$ cat src/rtl/elevator_pkg.sv
// Shared constants and types for the elevator call scheduler slice.
package elevator_pkg;

    localparam int NUM_FLOORS = 8;
    localparam int FLOOR_W    = $clog2(NUM_FLOORS);

    typedef logic [FLOOR_W-1:0] floor_t;

    typedef enum logic [1:0] {
        IDLE,
        DISPATCH,
        TRAVEL,
        DWELL
    } sched_state_t;

endpackage

$ cat src/rtl/elevator_call_scheduler_if.sv
// Link between the scheduler (master) and the Elevator core (slave).
interface elevator_call_scheduler_if #(
    parameter int FLOOR_W = elevator_pkg::FLOOR_W
);

    logic [FLOOR_W-1:0] floor_no;
    logic               ip;
    logic [FLOOR_W-1:0] curr_floor;
    logic               door;

    modport master (
        output floor_no,
        output ip,
        input  curr_floor,
        input  door
    );

    modport slave (
        input  floor_no,
        input  ip,
        output curr_floor,
        output door
    );

endinterface

$ cat src/rtl/elevator_scan_select.sv
// Combinational SCAN target picker: nearest pending floor in the current
// direction, otherwise the nearest one in the opposite direction.
module elevator_scan_select #(
    parameter int NUM_FLOORS = elevator_pkg::NUM_FLOORS,
    parameter int FLOOR_W    = elevator_pkg::FLOOR_W
) (
    input  logic [NUM_FLOORS-1:0] pending,
    input  logic [FLOOR_W-1:0]    curr_floor,
    input  logic                  dir_up,
    output logic [FLOOR_W-1:0]    target,
    output logic                  valid,
    output logic                  new_dir_up
);

    logic               has_up;
    logic               has_dn;
    logic [FLOOR_W-1:0] up_floor;
    logic [FLOOR_W-1:0] dn_floor;

    // Lowest pending floor above the car and highest pending floor below it.
    always_comb begin
        has_up   = 1'b0;
        has_dn   = 1'b0;
        up_floor = '0;
        dn_floor = '0;
        for (int unsigned i = 0; i < NUM_FLOORS; i++) begin
            if (pending[i] && (FLOOR_W'(i) > curr_floor) && !has_up) begin
                has_up   = 1'b1;
                up_floor = FLOOR_W'(i);
            end
            if (pending[i] && (FLOOR_W'(i) < curr_floor)) begin
                has_dn   = 1'b1;
                dn_floor = FLOOR_W'(i);
            end
        end
    end

    // Prefer the current direction; reverse only when nothing lies ahead.
    always_comb begin
        valid = has_up || has_dn;
        if (dir_up) begin
            target     = has_up ? up_floor : dn_floor;
            new_dir_up = has_up;
        end else begin
            target     = has_dn ? dn_floor : up_floor;
            new_dir_up = !has_dn;
        end
    end

endmodule

$ cat src/rtl/elevator_call_scheduler.sv
// Call collector and SCAN dispatcher sitting upstream of the Elevator core.
module elevator_call_scheduler #(
    parameter int NUM_FLOORS = elevator_pkg::NUM_FLOORS,
    parameter int FLOOR_W    = elevator_pkg::FLOOR_W,
    parameter int DWELL_CYC  = 3
) (
    input  logic                       clk,
    input  logic                       rst_n,
    input  logic [NUM_FLOORS-1:0]      call_req,
    elevator_call_scheduler_if.master  bus,
    output logic [NUM_FLOORS-1:0]      pending,
    output logic                       dir_up,
    output logic                       busy
);

    import elevator_pkg::*;

    localparam int CNT_W = (DWELL_CYC > 1) ? $clog2(DWELL_CYC) : 1;
    localparam logic [CNT_W-1:0] DWELL_LOAD = CNT_W'(DWELL_CYC - 1);

    sched_state_t          state;
    logic [CNT_W-1:0]      dwell_cnt;
    logic [FLOOR_W-1:0]    target;
    logic                  valid;
    logic                  new_dir_up;
    logic                  here_pending;
    logic                  arrived;
    logic [NUM_FLOORS-1:0] clr_mask;

    function automatic logic [NUM_FLOORS-1:0] floor_bit(input logic [FLOOR_W-1:0] f);
        return NUM_FLOORS'(1) << f;
    endfunction

    elevator_scan_select #(
        .NUM_FLOORS (NUM_FLOORS),
        .FLOOR_W    (FLOOR_W)
    ) u_scan (
        .pending    (pending),
        .curr_floor (bus.curr_floor),
        .dir_up     (dir_up),
        .target     (target),
        .valid      (valid),
        .new_dir_up (new_dir_up)
    );

    // Arrival and at-floor call detection against the car's reported position.
    always_comb begin
        here_pending = (int'(bus.curr_floor) < NUM_FLOORS) && pending[bus.curr_floor];
        arrived      = (bus.curr_floor == bus.floor_no) && bus.door;
    end

    // Bit of the floor being served this cycle; it overrides a coincident call.
    always_comb begin
        clr_mask = '0;
        case (state)
            IDLE:     if (here_pending && bus.door) clr_mask = floor_bit(bus.curr_floor);
            TRAVEL:   if (arrived) clr_mask = floor_bit(bus.floor_no);
            DWELL:    if (bus.door) clr_mask = floor_bit(bus.curr_floor);
            default:  clr_mask = '0;
        endcase
    end

    // Scheduler FSM with pending bitmap, dwell counter and registered outputs.
    always_ff @(posedge clk or negedge rst_n) begin
        if (!rst_n) begin
            state        <= IDLE;
            pending      <= '0;
            bus.floor_no <= '0;
            bus.ip       <= 1'b0;
            dir_up       <= 1'b1;
            busy         <= 1'b0;
            dwell_cnt    <= '0;
        end else begin
            pending <= (pending | call_req) & ~clr_mask;
            bus.ip  <= 1'b0;
            case (state)
                IDLE: begin
                    if (here_pending && bus.door) begin
                        state     <= DWELL;
                        dwell_cnt <= DWELL_LOAD;
                        busy      <= 1'b1;
                    end else if (valid) begin
                        bus.floor_no <= target;
                        dir_up       <= new_dir_up;
                        bus.ip       <= 1'b1;
                        state        <= DISPATCH;
                        busy         <= 1'b1;
                    end
                end
                DISPATCH: state <= TRAVEL;
                TRAVEL: begin
                    if (arrived) begin
                        state     <= DWELL;
                        dwell_cnt <= DWELL_LOAD;
                    end
                end
                DWELL: begin
                    if (dwell_cnt == '0) begin
                        state <= IDLE;
                        busy  <= 1'b0;
                    end else begin
                        dwell_cnt <= dwell_cnt - 1'b1;
                    end
                end
                default: state <= IDLE;
            endcase
        end
    end

endmodule

$ cat src/flat_wrapper.sv
// flat-port wrapper written by rule: the top's interface ports become plain ports
module elevator_call_scheduler_flat import elevator_pkg::*;
#(
    parameter int NUM_FLOORS = elevator_pkg::NUM_FLOORS,
    parameter int FLOOR_W    = elevator_pkg::FLOOR_W,
    parameter int DWELL_CYC  = 3
)
  (clk, rst_n, call_req, pending, dir_up, busy, bus_floor_no, bus_ip, bus_curr_floor, bus_door);
  elevator_call_scheduler_if #(.FLOOR_W(FLOOR_W)) bus_i ();
  input  logic clk;
  input  logic rst_n;
  input  logic [NUM_FLOORS-1:0] call_req;
  output logic [NUM_FLOORS-1:0] pending;
  output logic dir_up;
  output logic busy;
  output wire logic [$bits(bus_i.floor_no)-1:0] bus_floor_no;
  output wire logic [$bits(bus_i.ip)-1:0] bus_ip;
  input wire logic [$bits(bus_i.curr_floor)-1:0] bus_curr_floor;
  input wire logic [$bits(bus_i.door)-1:0] bus_door;
  assign bus_floor_no = bus_i.floor_no;
  assign bus_ip = bus_i.ip;
  assign bus_i.curr_floor = bus_curr_floor;
  assign bus_i.door = bus_door;
  elevator_call_scheduler #(.NUM_FLOORS(NUM_FLOORS), .FLOOR_W(FLOOR_W), .DWELL_CYC(DWELL_CYC)) u_core (.clk(clk), .rst_n(rst_n), .call_req(call_req), .bus(bus_i), .pending(pending), .dir_up(dir_up), .busy(busy));
endmodule
$ cat config.mk
export PLATFORM = sky130hd
export DESIGN_NAME = elevator_call_scheduler_flat
export DESIGN_NICKNAME = d
export VERILOG_FILES = /design/src/rtl/elevator_pkg.sv /design/src/rtl/elevator_call_scheduler_if.sv /design/src/rtl/elevator_scan_select.sv /design/src/rtl/elevator_call_scheduler.sv /design/src/flat_wrapper.sv
export SDC_FILE = /design/constraint.sdc
export NUM_CORES = 1
export LEC_CHECK = 0
export ABC_CLOCK_PERIOD_IN_PS = 2180
export CAP_MARGIN = 30
export CORE_ASPECT_RATIO = 1.2
export CORE_MARGIN = 4
export CORE_UTILIZATION = 55
export CTS_CLUSTER_DIAMETER = 50
export DETAILED_ROUTE_END_ITERATION = 12
export DONT_BUFFER_PORTS = 1
export GPL_ROUTABILITY_DRIVEN = 0
export PLACE_DENSITY = 0.79
export SYNTH_ARGS = -nofsm -noshare
export SYNTH_HDL_FRONTEND = slang
export SYNTH_SLANG_ARGS = --single-unit
$ cat constraint.sdc
create_clock -name clk -period 2.18 [get_ports clk]
set_input_delay 0.436 -clock clk [delete_from_list [all_inputs] [get_ports clk]]
set_output_delay 0.436 -clock clk [all_outputs]
set_load 0.01 [all_outputs]
Word level (Yosys, flattened, before mapping). Index checks and enable logic that the tools add are counted.

Flip-flop bits (word level): 18. Latch bits: 0. RAM bits: 0. Memory bits (read-only): 0. Input port bits: 14. Output and inout bits: 14. Logic and storage cells: 138. Memories kept: 0.

Add/sub/neg operators: 1. Multiply operators: 0. Divide/modulo/power cells: 0. Magnitude comparators: 17. Eq/ne operators: 9. Shifts and indexed selects: 2. Mux-type cells: 56. Bitwise gates (word level): 4. Reductions and logical operators: 42.

Operator list (count): 2-to-1 mux 3 bit (15); 2-to-1 mux 1 bit (26); logical AND 1 bit (25); 2-to-1 mux 8 bit (3); one-hot mux 8 bit (3 select lines) (1); << shifter 1 x 3 -> 8 bit, first input constant (2); 2-to-1 mux 2 bit (7); greater-than comparator 3 bit, first input constant (4); < comparator 3 bit, first input constant (4); AND reduction 3 bit (3); bitwise AND 8 bit (1); zero test 1 bit (8); inverter 8 bit (1); OR 8 bit (1); one-hot mux 2 bit (4 select lines) (1); greater-than comparator 1 x 3 -> 1 bit, first input constant (2); greater-than comparator 2 x 3 -> 1 bit, first input constant (2); < comparator 1 x 3 -> 1 bit, first input constant (2); < comparator 2 x 3 -> 1 bit, first input constant (2); != test 2 x 1 -> 1 bit, second input constant (3); one-hot mux 2 bit (3 select lines) (1); == test 2 bit, second input constant (2); zero test 2 bit (2); < comparator 3 x 4 -> 1 bit, second input constant (1); 12 further kinds (12).

Longest topological paths before layout. Gate-level depths: netlist of the first run.

Depth in word-level cells: 28. Depth in mapped cells: 8. Gate-level depth less buffers: 7.

Hierarchy. A second synthesis of the first run with hierarchy kept.

Cell total of the unflattened synthesis: 180. Area total of the unflattened synthesis: 1561.5 µm².

Modules (own cells, without submodules): elevator_call_scheduler (instances 1, cells each 107, area an instance 1126.1 µm²); elevator_scan_select (instances 1, cells each 73, area an instance 435.4 µm²).

Worst setup path after synthesis of the first run. OpenSTA, ideal clock, no wires.

Path type: input-to-reg. Start: input bus_curr_floor[0]. End: register u_core.bus.floor_no[2]. Arrival time: 1.935 ns. Setup slack: 0.120 ns. Stages on the path: 7. Buffers on the path: 1. Cell sequence: buf_6 -> mux4_2 -> mux2_4 -> nand2_4 -> nand2_2 -> nor2_4 -> mux2_4.

Longest elaborated chain between the ends: 26. Elaborated cells on any way between the ends: 81. Classes of those cells: 16 x order compare; 31 x mux; 1 x bitwise; 33 x reduce/logical.

RTL lines: start: declaration (RTL line flat_wrapper.sv:18) `input wire logic [$bits(bus_i.curr_floor)-1:0] bus_curr_floor;`; greater-than comparator 1 x 3 -> 1 bit (RTL line elevator_scan_select.sv:27) `if (pending[i] && (FLOOR_W'(i) > curr_floor) && !has_up) begin`; logical AND 1 bit (RTL line elevator_scan_select.sv:27); 2-to-1 mux 1 bit (RTL line elevator_scan_select.sv:27); zero test 1 bit (RTL line elevator_scan_select.sv:27); logical AND 1 bit (RTL line elevator_scan_select.sv:27); 2-to-1 mux 1 bit (RTL line elevator_scan_select.sv:27); zero test 1 bit (RTL line elevator_scan_select.sv:27); logical AND 1 bit (RTL line elevator_scan_select.sv:27); [10 not listed]; zero test 1 bit (RTL line elevator_scan_select.sv:27); logical AND 1 bit (RTL line elevator_scan_select.sv:27); 2-to-1 mux 1 bit (RTL line elevator_scan_select.sv:27); zero test 1 bit (RTL line elevator_scan_select.sv:27); logical AND 1 bit (RTL line elevator_scan_select.sv:27); 2-to-1 mux 3 bit or 2-to-1 mux 1 bit (tied branches) (RTL line elevator_scan_select.sv:27); 2-to-1 mux 3 bit (tied with other cells) (RTL line elevator_scan_select.sv:45) `target = has_dn ? dn_floor : up_floor;`; 2-to-1 mux 3 bit or AND reduction 3 bit (tied branches); end signal: assignment (RTL line elevator_call_scheduler.sv:83) `bus.floor_no <= target;`; end: declaration (RTL line elevator_call_scheduler_if.sv:12) `output floor_no,`.

Several ways; a longest one is shown, not always the timed one. The select of a mux whose other input is x is not followed. A chain may end at the register's enable or synchronous reset.

Worst setup path after layout of the first run.
Start: register u_core.pending[2]. End: register u_core.bus.floor_no[2].

Longest elaborated chain between the ends: 20. Elaborated cells on any way between the ends: 39. Classes of those cells: 22 x mux; 1 x bitwise; 16 x reduce/logical.

RTL lines: start: declaration (RTL line elevator_call_scheduler.sv:11) `output logic [NUM_FLOORS-1:0] pending,`; start signal: assignment (RTL line elevator_call_scheduler.sv:74) `pending <= (pending | call_req) & ~clr_mask;`; logical AND 1 bit (2 in series) (RTL line elevator_scan_select.sv:27); 2-to-1 mux 1 bit (RTL line elevator_scan_select.sv:27); zero test 1 bit (RTL line elevator_scan_select.sv:27); logical AND 1 bit (RTL line elevator_scan_select.sv:27); 2-to-1 mux 1 bit (RTL line elevator_scan_select.sv:27); zero test 1 bit (RTL line elevator_scan_select.sv:27); logical AND 1 bit (RTL line elevator_scan_select.sv:27); 2-to-1 mux 1 bit (RTL line elevator_scan_select.sv:27); [3 not listed]; zero test 1 bit (RTL line elevator_scan_select.sv:27); logical AND 1 bit (RTL line elevator_scan_select.sv:27); 2-to-1 mux 1 bit (RTL line elevator_scan_select.sv:27); zero test 1 bit (RTL line elevator_scan_select.sv:27); logical AND 1 bit (RTL line elevator_scan_select.sv:27); 2-to-1 mux 3 bit or 2-to-1 mux 1 bit (tied branches) (RTL line elevator_scan_select.sv:27); 2-to-1 mux 3 bit (tied with other cells) (RTL line elevator_scan_select.sv:45); 2-to-1 mux 3 bit or AND reduction 3 bit (tied branches).

Several ways; a longest one is shown, not always the timed one. The select of a mux whose other input is x is not followed.

==> results of run 1 <==
[path summary, 6_finish.rpt]
path,cells after the start,start,to
setup / recovery,6,u_core.pending[2],u_core.bus.floor_no[2]
hold / removal,1,bus_curr_floor[0],u_core.pending[3]
setup reg to reg,6,u_core.pending[2],u_core.bus.floor_no[2]
hold reg to reg,2,u_core.dwell_cnt[0],u_core.dwell_cnt[0]
max in group asynchronous,1,rst_n,u_core.pending[4]
min in group asynchronous,1,rst_n,u_core.dwell_cnt[0]
[routing by layer]
layer | GRT usage | routed length, µm
met2 | 0.432 | 2160
met5 | 0 | 0
met1 | 0.329 | 1550
met4 | 0.0623 | 7
met3 | 0.0280 | 388
[logic make-up after synthesis]
group	after synthesis	synth area share
AOI/OAI and AO/OA	62	0.287
xor gates and xnor gates	2	0.0121
adders and majority gates	6	0.0520
buffers and inverters	19	0.0606
DFF	18	0.313
muxes	5	0.0589
and+or+nand+nor	59	0.217
[flip-flops by register name, summed over array words and instances (netlist names)]
| register | cells |
|---|---|
| u_core.pending | 8 |
| u_core.bus.floor_no | 3 |
| u_core.dwell_cnt | 2 |
| u_core.state | 2 |
| u_core.bus.ip | 1 |
| u_core.busy | 1 |
| u_core.dir_up | 1 |
[cells in the final DEF (no fill, tap or decap), drive strengths merged, types with 3 or more instances in the layout]
master	count
a31oi	3
inv	12
a22oi	3
nor3	6
ha	6
clkbuf	4
nor2	21
buf	12
nor2b	3
a221oi	4
o32ai	4
a211o	3
nand3	6
dfrtp	17
nand2	13
o22ai	4
a21oi	18
o21ai	11
[cell type report]
class	instances	area share
multi-input cells	134	0.575
flip-flops and latches	18	0.285
repair buffers	13	0.0628
inverters	12	0.0283
well taps	33	0.0259
clock buffers	4	0.0228
[power groups by stage]
| stage | Sequential, mW | Clock (mW) | Combinational [mW] |
|---|---|---|---|
| 6_report | 0.577 | 0.210 | 0.819 |
| 5_1_grt | 0.591 | 0.226 | 0.915 |
| 4_1_cts | 0.574 | 0.206 | 0.797 |
| 3_5_place_dp | 0.581 | 0 | 0.783 |
| 3_3_place_gp | 0.574 | 0 | 0.757 |
| 2_1_floorplan | 0.581 | 0 | 0.563 |
[critical path, stage by stage (launching register included)]
cell	delay (ps)
dfrtp_1	470
a31oi_1	260
nor2_1	90
or3_1	420
nor3_4	330
nor2_4	80
mux2_4	300
[repair_timing]
action	CTS	global route
gates resized for setup	0	5
endpoints found under the hold margin	18	0
setup endpoints to repair	0	5
hold buffers	1	0
[metrics by stage]
step / cell area, µm² / setup TNS, ps / instances / utilization
floorplan: 1440 / 0 / 171 / -
detailed placement: 1530 / 0 / 209 / 0.606
finish: 1590 / 0 / 214 / 0.631
global placement: 1530 / 0 / 209 / 0.606
CTS: 1580 / 0 / 214 / 0.625
global route: 1590 / -11.4 / 214 / 0.631
==> impl_metrics.ini, run 1 <==
[clocking]
cts_root_buf = clkbuf_4
htree_levels = 1
cts_buffers = 3
clock_latency_ps = 300
clk_pin_slew_worst_paths_ps = 110
cts_tree = done
cts_sinks = 18
post_cts_buffers = 0
cts.path.max_buffers = 2

[worst_setup_path]
cp.required_ps = 2370
critical_path_class = flip-flop to flip-flop
worstSetupStartpointType = flip-flop
critPathCaptureType = flip-flop
crit_fanout = 6
critPathArrivalTime_ps = 2240
reg2reg_slack_ps = 130

[floorplanning]
pin_count = 28
core-area_um2 = 2530
start_util = 0.571
die_h_um = 64.1
num_rows = 20
dieWidth_um = 54.8
die_area_um2 = 3510

[power]
peakVddDrop_mv = 0.447
p_seq_frac = 0.359
power.total_mw = 1.61
intPower_mw = 0.896
clkPwrFrac = 0.131
swShare = 0.442
p_sw_mw = 0.710
power.leakage_nw = 0.635
power_per_cell_area_nw_per_um2 = 1010
power_frac_comb = 0.510

[drt]
routedWlPerCell_um = 19.2
drt_iter0_drc = 66
ant_nets = 0
via_per_inst = 6.81
drc = 0
drt-total-wl_mm = 4.11
firstDrtPassIters = 5
via_count = 1457

[logic_synthesis]
netlist_instances = 171
synth_commonest_cells = 19 x nor2_1, 17 x dfrtp_1, 16 x a21oi_1, 11 x nand2_1, 10 x o21ai_0
yosys.area.top_type = dfrtp_1
yosys_warnings = 0
syn_nets = 191
synth_ff_type = dfrtp_1
synth_seq_cells = 18
seq_area_frac_synth = 0.313
syn_area_um2 = 1440
netlist_top_cells_area = dfrtp_1 29%, a21oi_1 5.5%, ha_1 5.2%
synth_area_per_cell_um2 = 8.44
async_reset_ff_frac = 1.00
yosysUniqueCellTypes = 51
synth-edff-count = 0
yosysMostFrequentCell = nor2_1
synth_top_area_share = 0.295

[timing]
fin_crit_sh = 0.941
setup_slack_ps = 130
hold_viol_final = 0
hold_ws_ps = 224
clock_skew_ps = 3.10
slew-limit-headroom = 0.457
setup_viol = 0
tightest_slew_ps = 811
fmax_mhz = 488
final_max_slew_viol_count = 0
fin_crit_ps = 2050

[grt]
antenna_found_initial = 0
grt_max_degree = 23
first_global_vias = 1415
grt_pass1_wl_mm = 6.76
track_usage = 0.253
overflow = 0

[flow_run]
drv_cap = 0

[worst_hold_path]
hold_path.class = input port to flip-flop

[final_layout]
ff_latch_area_um2 = 454
fillCellCount = 232
final_layout_size_suffix_gt1_frac = 0.204
nets = 202
diodes = 0
syn2layout_area_growth_pct = 10.4
multi_input_area_um2 = 917

[place]
dpl.hpwl_mm = 3.14
numPortBuffers = 0
dp_slack_ps = 157

[status]
status = finished clean
(Power assumes the default switching activity.)
==> run 2, diff against run 1 <==
- CORE_ASPECT_RATIO: 1.2 -> not set
==> impl_metrics.ini, run 2 (same netlist as run 1, synthesis figures left out) <==
[status]
status = finished clean

[worst_setup_path]
worstPathCellList = mux4_2 > mux2_4 > nand2_4 > nor2_2 > a21oi_2 > nor3_2 > a221oi_1
critPathBufInv = 0
worstSetupStartpointType = flip-flop
critPathArrivalTime_ps = 2260
crit_start = u_core.pending[3]
crit_family = multiplexers
critical_path_class = flip-flop to flip-flop
r2r_end = u_core.pending[2]
reg2reg_slack_ps = 120
cp.required_ps = 2380
path_depth = 7
critPathCaptureType = flip-flop
r2r_cells = 7
critPathSlowestCell = dfrtp_2
critPathMaxStageDelay_ps = 490
reg2reg_from = u_core.pending[3]
crit_fanout = 9

[clocking]
cts_root_buf = clkbuf_4
clock_latency_ps = 300
cts_buffers = 3
post_cts_buffers = 0
htree_levels = 1
cts_sinks = 18
cts.path.max_buffers = 2
clk_pin_slew_worst_paths_ps = 100
cts_tree = done

[floorplanning]
dieWidth_um = 59.2
die_area_um2 = 3510
die_h_um = 59.2
num_rows = 18
pin_count = 28
core-area_um2 = 2500
start_util = 0.578

[grt]
track_usage = 0.245
first_global_vias = 1407
antenna_found_initial = 0
overflow = 0
grt_max_degree = 23
grt_pass1_wl_mm = 6.52

[final_layout]
nets = 203
stdcell_area_um2 = 1590
diodes = 0
fillCellCount = 201
regMostFlops = u_core.pending
final_layout_size_suffix_gt1_frac = 0.198
syn2layout_area_growth_pct = 10.2
layout_common_cells = 19 x nor2_1, 16 x a21oi_1, 16 x dfrtp_1
largest_reg_flops = 8
layout_commonest_cell = nor2_1
reg_top3 = u_core.pending x8, u_core.bus.floor_no x3

[place]
dp_slack_ps = 122
numPortBuffers = 0
dpl.hpwl_mm = 2.98
place_area_um2 = 1540

[drt]
via_count = 1414
ant_nets = 0
via_per_inst = 6.67
drc = 0
drt_iter0_drc = 100
routedWlPerCell_um = 18.3
firstDrtPassIters = 4
drt-total-wl_mm = 3.87

[worst_hold_path]
whs_path_depth = 1
hold_path.startpoint = bus_curr_floor[0]
hold_end = u_core.pending[3]
hold_path.class = input port to flip-flop

[timing]
fin_setup_tns_ps = 0
fmax_mhz = 485
clock_skew_ps = 1.64
setup_slack_ps = 120
setup_viol = 0
final_max_slew_viol_count = 0
fin_crit_sh = 0.945
hold_viol_final = 0
fin_crit_ps = 2060
slew-limit-headroom = 0.457
tightest_slew_ps = 812

[power]
power.total_mw = 1.60
power.leakage_nw = 0.639
power_per_cell_area_nw_per_um2 = 1000
peakVddDrop_mv = 0.683

[flow_run]
drv_cap = 0
==> run 2: timing repair <==
item                                    in CTS  in global routing
endpoints found under the hold margin       18                  0
hold buffers                                 1                  0
endpoints found under the setup margin       0                  5
resized for setup                            0                  2
==> run 2: cell type report <==
type                            instances  area, µm²  area share
Timing Repair Buffer                   14        108      0.0676
Multi-Input combinational cell        134        912       0.573
Sequential cell                        18        453       0.285
Inverter                               12       45.0      0.0283
Clock buffer                            4       36.3      0.0228
Tap cell                               30       37.5      0.0236
==> run 2: worst max-delay path by stage <==
| stage | endpoint | slack, ps |
|---|---|---|
| after floorplan | u_core.bus.floor_no[2] | 120 |
| after global placement | u_core.pending[2] | 170 |
| after detailed placement | u_core.pending[2] | 120 |
| after CTS | u_core.bus.floor_no[2] | 90 |
| after global routing | u_core.bus.floor_no[0] | -2 |
| final | u_core.pending[2] | 120 |
==> run 2: metal layers <==
metal,track usage,wire length (µm),vias to the layer above
li1,-,-,668
met1,0.317,1580,652
met2,0.396,1830,85
met3,0.0588,389,9
met4,0.0874,75,0
met5,0,0,-
==> run 2: through the flow <==
stage          hold WS, ps  instances   util
2_1_floorplan          140        171      -
3_3_place_gp           141        207  0.615
3_5_place_dp           141        207  0.615
4_1_cts                202        212  0.633
5_1_grt                199        212  0.637
6_report               215        212  0.637
==> run 2: power breakdown <==
| part | leakage [nW] | internal, mW | switching, mW |
|---|---|---|---|
| clock | 0.0210 | 0.102 | 0.108 |
| sequential | 0.188 | 0.444 | 0.137 |
| combinational | 0.430 | 0.347 | 0.458 |
